**config.mk**
```make
export PLATFORM = sky130hd
export DESIGN_NAME = mem_loader_flat
export DESIGN_NICKNAME = d
export VERILOG_FILES = /design/src/rtl/mem_loader_pkg.sv /design/src/rtl/mem_loader_if.sv /design/src/rtl/mod_sum_acc.sv /design/src/rtl/mem_loader.sv /design/src/flat_wrapper.sv
export SDC_FILE = /design/constraint.sdc
export NUM_CORES = 1
export LEC_CHECK = 0
export CAP_MARGIN = 10
export CORE_UTILIZATION = 45
export CTS_BUF_LIST = sky130_fd_sc_hd__clkbuf_8
export DETAILED_ROUTE_END_ITERATION = 10
export GPL_TIMING_DRIVEN = 0
export MAX_ROUTING_LAYER = met4
export PLACE_DENSITY = 0.71
export SETUP_SLACK_MARGIN = 0.3
export SLEW_MARGIN = 20
export SYNTH_ARGS = -nofsm -noshare
export SYNTH_HDL_FRONTEND = slang
export SYNTH_SLANG_ARGS = --single-unit
```
**constraint.sdc**
```tcl
create_clock -name i_clk -period 3 [get_ports i_clk]
set_clock_uncertainty 0.05 [all_clocks]
set_input_delay 0.3 -clock i_clk [delete_from_list [all_inputs] [get_ports i_clk]]
set_output_delay 0.3 -clock i_clk [all_outputs]
set_load 0.03 [all_outputs]
```
**src/rtl/mem_loader_pkg.sv**
```systemverilog
// rtl/mem_loader_pkg.sv - shared types for the program-memory loader
package mem_loader_pkg;

    typedef enum logic [2:0] {
        ST_IDLE   = 3'd0,
        ST_WRITE  = 3'd1,
        ST_RDBACK = 3'd2,
        ST_CHECK  = 3'd3,
        ST_DONE   = 3'd4
    } state_t;

endpackage

```
**src/rtl/mem_loader_if.sv**
```systemverilog
// rtl/mem_loader_if.sv - word stream and RAM bus between source, loader and RAM
interface mem_loader_if #(
    parameter int DATA_WIDTH = 8,
    parameter int ADDR_WIDTH = 4
);
    logic [DATA_WIDTH-1:0] i_data;
    logic                  i_valid;
    logic                  o_ready;
    logic [ADDR_WIDTH-1:0] o_mem_addr;
    logic                  o_mem_we;
    logic [DATA_WIDTH-1:0] o_mem_wdata;
    logic                  o_mem_re;
    logic [DATA_WIDTH-1:0] i_mem_rdata;

    modport slave (
        input  i_data, i_valid, i_mem_rdata,
        output o_ready, o_mem_addr, o_mem_we, o_mem_wdata, o_mem_re
    );

    modport master (
        output i_data, i_valid, i_mem_rdata,
        input  o_ready, o_mem_addr, o_mem_we, o_mem_wdata, o_mem_re
    );
endinterface

```
**src/rtl/mod_sum_acc.sv**
```systemverilog
// rtl/mod_sum_acc.sv - clearable modulo-2^DATA_WIDTH running sum
module mod_sum_acc #(
    parameter int DATA_WIDTH = 8
) (
    input  logic                  i_clk,
    input  logic                  i_rst_n,
    input  logic                  i_clear,
    input  logic                  i_add,
    input  logic [DATA_WIDTH-1:0] i_value,
    output logic [DATA_WIDTH-1:0] o_sum
);

    always_ff @(posedge i_clk or negedge i_rst_n) begin
        if (!i_rst_n) begin
            o_sum <= '0;
        end else if (i_clear) begin
            o_sum <= '0;
        end else if (i_add) begin
            o_sum <= o_sum + i_value;
        end
    end

endmodule

```
**src/rtl/mem_loader.sv**
```systemverilog
// rtl/mem_loader.sv - streams words into RAM from a base address, optional checksum read-back
module mem_loader
    import mem_loader_pkg::*;
#(
    parameter int DATA_WIDTH = 8,
    parameter int ADDR_WIDTH = 4,
    parameter int VERIFY     = 1
) (
    input  logic                  i_clk,
    input  logic                  i_rst_n,
    input  logic                  i_start,
    input  logic [ADDR_WIDTH-1:0] i_base_addr,
    input  logic [ADDR_WIDTH:0]   i_count,
    mem_loader_if.slave           bus,
    output logic                  o_busy,
    output logic                  o_done,
    output logic                  o_error,
    output logic [DATA_WIDTH-1:0] o_checksum
);

    localparam logic [ADDR_WIDTH-1:0] ADDR_ONE  = {{(ADDR_WIDTH-1){1'b0}}, 1'b1};
    localparam logic [ADDR_WIDTH:0]   CNT_ONE   = {{ADDR_WIDTH{1'b0}}, 1'b1};
    localparam logic [ADDR_WIDTH:0]   COUNT_MAX = {1'b1, {ADDR_WIDTH{1'b0}}};

    state_t                  state_q, state_d;
    logic [ADDR_WIDTH-1:0]   base_q, addr_q, addr_d;
    logic [ADDR_WIDTH:0]     count_q, remain_q, remain_d, count_sat;
    logic                    error_q, error_d;
    logic                    sum_clear, wr_add, rd_add;
    logic [DATA_WIDTH-1:0]   wsum, rsum;

    // Requests larger than the RAM can hold fill it exactly once.
    assign count_sat = (i_count > COUNT_MAX) ? COUNT_MAX : i_count;

    always_ff @(posedge i_clk or negedge i_rst_n) begin
        if (!i_rst_n) begin
            state_q  <= ST_IDLE;
            base_q   <= '0;
            count_q  <= '0;
            addr_q   <= '0;
            remain_q <= '0;
            error_q  <= 1'b0;
        end else begin
            state_q  <= state_d;
            addr_q   <= addr_d;
            remain_q <= remain_d;
            error_q  <= error_d;
            if (state_q == ST_IDLE && i_start) begin
                base_q  <= i_base_addr;
                count_q <= count_sat;
            end
        end
    end

    always_comb begin
        state_d         = state_q;
        addr_d          = addr_q;
        remain_d        = remain_q;
        error_d         = error_q;
        sum_clear       = 1'b0;
        wr_add          = 1'b0;
        rd_add          = 1'b0;
        o_done          = 1'b0;
        bus.o_ready     = 1'b0;
        bus.o_mem_we    = 1'b0;
        bus.o_mem_re    = 1'b0;
        bus.o_mem_addr  = '0;
        bus.o_mem_wdata = '0;
        case (state_q)
            ST_IDLE: begin
                if (i_start) begin
                    sum_clear = 1'b1;
                    error_d   = 1'b0;
                    addr_d    = i_base_addr;
                    remain_d  = count_sat;
                    state_d   = (count_sat == '0) ? ST_DONE : ST_WRITE;
                end
            end
            ST_WRITE: begin
                bus.o_ready    = 1'b1;
                bus.o_mem_addr = addr_q;
                if (bus.i_valid) begin
                    bus.o_mem_we    = 1'b1;
                    bus.o_mem_wdata = bus.i_data;
                    wr_add          = 1'b1;
                    addr_d          = addr_q + ADDR_ONE;
                    remain_d        = remain_q - CNT_ONE;
                    if (remain_q == CNT_ONE) begin
                        if (VERIFY != 0) begin
                            state_d  = ST_RDBACK;
                            addr_d   = base_q;
                            remain_d = count_q;
                        end else begin
                            state_d = ST_DONE;
                        end
                    end
                end
            end
            ST_RDBACK: begin
                bus.o_mem_re   = 1'b1;
                bus.o_mem_addr = addr_q;
                rd_add         = 1'b1;
                addr_d         = addr_q + ADDR_ONE;
                remain_d       = remain_q - CNT_ONE;
                if (remain_q == CNT_ONE) begin
                    state_d = ST_CHECK;
                end
            end
            ST_CHECK: begin
                error_d = (rsum != wsum);
                state_d = ST_DONE;
            end
            ST_DONE: begin
                o_done  = 1'b1;
                state_d = ST_IDLE;
            end
            default: state_d = ST_IDLE;
        endcase
    end

    mod_sum_acc #(.DATA_WIDTH(DATA_WIDTH)) u_wsum (
        .i_clk   (i_clk),
        .i_rst_n (i_rst_n),
        .i_clear (sum_clear),
        .i_add   (wr_add),
        .i_value (bus.i_data),
        .o_sum   (wsum)
    );

    mod_sum_acc #(.DATA_WIDTH(DATA_WIDTH)) u_rsum (
        .i_clk   (i_clk),
        .i_rst_n (i_rst_n),
        .i_clear (sum_clear),
        .i_add   (rd_add),
        .i_value (bus.i_mem_rdata),
        .o_sum   (rsum)
    );

    assign o_busy     = (state_q != ST_IDLE);
    assign o_error    = error_q;
    assign o_checksum = wsum;

endmodule

```
**src/flat_wrapper.sv**
```systemverilog
// flat-port wrapper written by rule: the top's interface ports become plain ports
module mem_loader_flat import mem_loader_pkg::*;
#(
    parameter int DATA_WIDTH = 8,
    parameter int ADDR_WIDTH = 4,
    parameter int VERIFY     = 1
)
  (i_clk, i_rst_n, i_start, i_base_addr, i_count, o_busy, o_done, o_error, o_checksum, bus_i_data, bus_i_valid, bus_i_mem_rdata, bus_o_ready, bus_o_mem_addr, bus_o_mem_we, bus_o_mem_wdata, bus_o_mem_re);
  mem_loader_if #(.DATA_WIDTH(DATA_WIDTH), .ADDR_WIDTH(ADDR_WIDTH)) bus_i ();
  input  logic i_clk;
  input  logic i_rst_n;
  input  logic i_start;
  input  logic [ADDR_WIDTH-1:0] i_base_addr;
  input  logic [ADDR_WIDTH:0] i_count;
  output logic o_busy;
  output logic o_done;
  output logic o_error;
  output logic [DATA_WIDTH-1:0] o_checksum;
  input wire logic [$bits(bus_i.i_data)-1:0] bus_i_data;
  input wire logic [$bits(bus_i.i_valid)-1:0] bus_i_valid;
  input wire logic [$bits(bus_i.i_mem_rdata)-1:0] bus_i_mem_rdata;
  output wire logic [$bits(bus_i.o_ready)-1:0] bus_o_ready;
  output wire logic [$bits(bus_i.o_mem_addr)-1:0] bus_o_mem_addr;
  output wire logic [$bits(bus_i.o_mem_we)-1:0] bus_o_mem_we;
  output wire logic [$bits(bus_i.o_mem_wdata)-1:0] bus_o_mem_wdata;
  output wire logic [$bits(bus_i.o_mem_re)-1:0] bus_o_mem_re;
  assign bus_i.i_data = bus_i_data;
  assign bus_i.i_valid = bus_i_valid;
  assign bus_i.i_mem_rdata = bus_i_mem_rdata;
  assign bus_o_ready = bus_i.o_ready;
  assign bus_o_mem_addr = bus_i.o_mem_addr;
  assign bus_o_mem_we = bus_i.o_mem_we;
  assign bus_o_mem_wdata = bus_i.o_mem_wdata;
  assign bus_o_mem_re = bus_i.o_mem_re;
  mem_loader #(.DATA_WIDTH(DATA_WIDTH), .ADDR_WIDTH(ADDR_WIDTH), .VERIFY(VERIFY)) u_core (.i_clk(i_clk), .i_rst_n(i_rst_n), .i_start(i_start), .i_base_addr(i_base_addr), .i_count(i_count), .bus(bus_i), .o_busy(o_busy), .o_done(o_done), .o_error(o_error), .o_checksum(o_checksum));
endmodule
```
==> out/results.ini <==
[outcome]
outcome=finished, final reports clean

[sta]
fin_crit_ns=2.59
setup-tns-final_ns=0
fmax_ghz=0.386
drv_slew=0
finalWorstSetupSlack_ns=0.408
finalCritPeriodShare=0.864
setup_viol=0
whs_ns=0.441
finalHoldViolCount=0
rsz0062_at_grt=no
relSlewSlack=0.575
worst_pin_slew_ns=0.637

[worst_setup_path]
regToRegStartpoint=u_core.state_q[0]
timing_worst_setup_path_type=register to output pin
critPathLaunchType=register
cp_slowest_stage_delay_ns=0.71
crit_path_top_delay_cell=clkdlybuf4s50_1
worst-r2r-cell-count=6
critPathCaptureType=output pin
crit_chain=nand2b_1 > or2_1 > buf_2 > inv_1 > clkdlybuf4s50_1
rrSetupSlack_ns=0.80
arrival_ns=2.24
crit_required_ns=2.65
cp_max_fo=7
rr_endpoint=u_core.u_wsum.o_sum[4]

[yosys]
synthesis.area_um2=2580
syn_area_per_cell_um2=9.07
ys_warn_count=0
netlist_instances=285
yosysTopAreaCell=dfrtp_1
syn_nets=333
ys.flop_type=dfrtp_1
async_flop_share=1.00
synth_top_area_frac=0.368
synth-edff-count=0
yosysSeqAreaShare=0.368
ys_seq_elements=38
synth_area_leaders=dfrtp_1 37%, ha_1 8.2%, o21ai_0 4.3%
synth.distinct_cells=46

[cells_and_area]
antenna_cells=0
fin_cells=421
fin_nets=396
area_growth_pct=31.3
final_common_cell=clkdlybuf4s50_1
layout_common_cells=52 x clkdlybuf4s50_1, 38 x dfrtp_1, 22 x nor2_1, 22 x o21ai_0, 19 x nand2_1
drive_gt1_frac=0.0831

[route]
dr.pass1.iters=4
dr_wl_met2_um=3070
drt-met1-wl_um=2940
via_per_inst=5.57
vias=2344
drt_wl_total_um=6510
dr.max_layer_used=met4
drcViolationCount=0
wl_per_cell_um=15.5
wl_met3_um=404
ant_nets=0
dr.first_iter.drc_count=244

[power]
p_sw_frac=0.436
seqPwrFrac=0.289
ir_drop_mv=0.482
intPower_mw=1.88
switching_power_mw=1.46
p_leak_nw=1.52
p_comb_frac=0.551
p_clk_frac=0.160
power_per_cell_area_nw_per_um2=985

[global_route]
grt_overflow=0
grt_pass1_vias=2279
grt_max_degree=21
antenna_found_initial=0
grt_util_all_layers=0.246
grt_pass1_wl_um=11200

[placed_design]
hpwl_um=4810
gp_congestion=0.820
place_ws_ns=-0.0542
port_buffers=54
dp_cells=412

[floorplan]
ios=55
die_area_um2=6050
die_x_um=77.8
start_util=0.469
core-area_um2=5510
std_cell_rows=27
fp.dieH_um=77.8

[cts]
clock-sinks=38
path_clk_slew_ns=0.08
cts_setup_buffers=0
numCtsBuffers=5
clock_latency_ns=0.30
cts_root_buffer=clkbuf_8
h-tree-depth=2
cts_max_path_buffers=2
cts_tree=done

[worst_hold_path]
hp-class=primary input to async pin

[run]
drv_cap=0

[critical path: cells and delay by family (launching register included)]
kind,cells,cell delay [ns]
flops,1,0.46
simple gates,2,0.40
buf+inv,3,1.07
[state kept, by name, summed over array words and instances, names as in the netlist]
register             cells
u_core.addr_q            4
u_core.state_q           3
u_core.o_error           1
u_core.base_q            4
u_core.remain_q          5
u_core.count_q           5
u_core.u_rsum.o_sum      8
u_core.u_wsum.o_sum      8
[logic make-up after synthesis]
logic type | count (synthesis) | share of synthesized area
AOI/OAI and AO/OA | 75 | 0.196
and+or+nand+nor | 103 | 0.209
DFF | 38 | 0.368
adders and majority gates | 19 | 0.0978
muxes | 9 | 0.0373
xor gates and xnor gates | 14 | 0.0475
buffers and inverters | 27 | 0.0445
[layout make-up]
type	count	area, um2
Tap cell	72	90.1
Fill cell	481	2110
Multi-Input combinational cell	220	1530
Clock buffer	5	68.8
Sequential cell	38	951
Inverter	16	60.1
Buffer	11	56.3
Timing Repair Buffer	56	572
Clock inverter	3	68.8
[power groups by stage]
stage / sequential, mW / combinational (mW) / clock, mW
5_1_grt: 1.00 / 2.04 / 0.567
3_5_place_dp: 0.972 / 1.82 / 0
3_3_place_gp: 0.960 / 1.79 / 0
2_1_floorplan: 0.986 / 1.23 / 0
4_1_cts: 0.962 / 1.84 / 0.544
6_report: 0.966 / 1.84 / 0.535
[stage by stage]
stage          total power [mW]  instance area (um2)  utilization
4_1_cts                    3.34                 3390        0.616
5_1_grt                    3.61                 3390        0.616
6_report                   3.34                 3390        0.616
3_3_place_gp               2.75                 3210        0.584
2_1_floorplan              2.21                 2580            -
3_5_place_dp               2.80                 3240        0.588
[how the worst max path moves through the flow]
stage / from / end / slack [ns] / depth (start not counted)
2_1_floorplan: u_core.u_wsum.o_sum[0] / u_core.u_wsum.o_sum[6] / 0.89 / 9
3_3_place_gp: bus_i_valid / bus_o_mem_wdata[1] / -0.06 / 6
3_5_place_dp: bus_i_valid / bus_o_mem_wdata[1] / -0.05 / 6
4_1_cts: u_core.state_q[0] / bus_o_mem_re / 0.43 / 5
5_1_grt: u_core.state_q[0] / bus_o_mem_addr[3] / 0.30 / 4
6_report: u_core.state_q[0] / bus_o_mem_re / 0.41 / 5
[synthesized netlist by cell type, types with 3 or more instances]
master,instances
a21o_1,3
a21oi_1,16
a221o_1,3
a221oi_1,4
a22o_1,4
and2_1,4
and3_1,8
buf_2,5
clkbuf_1,4
dfrtp_1,38
ha_1,17
inv_1,15
mux2_2,5
mux2i_1,4
nand2_1,19
nand2b_1,7
nand3_1,17
nor2_1,22
nor2b_1,6
nor3_1,9
nor3b_1,4
o21a_1,5
o21ai_0,22
o31ai_1,5
xnor2_1,6
xor2_1,8
[repair_timing]
action	4_1_cts	5_1_grt
hold endpoints to repair	18	0
setup endpoints to repair	3	1
gates resized for setup	3	2
hold buffers	1	0
[per-layer routing]
metal,vias to the layer above,track usage
li1,1153,-
met1,1102,0.325
met3,7,0.0388
met5,-,-
met4,0,0.0755
met2,82,0.388
Power figures use the tool's default switching activity.
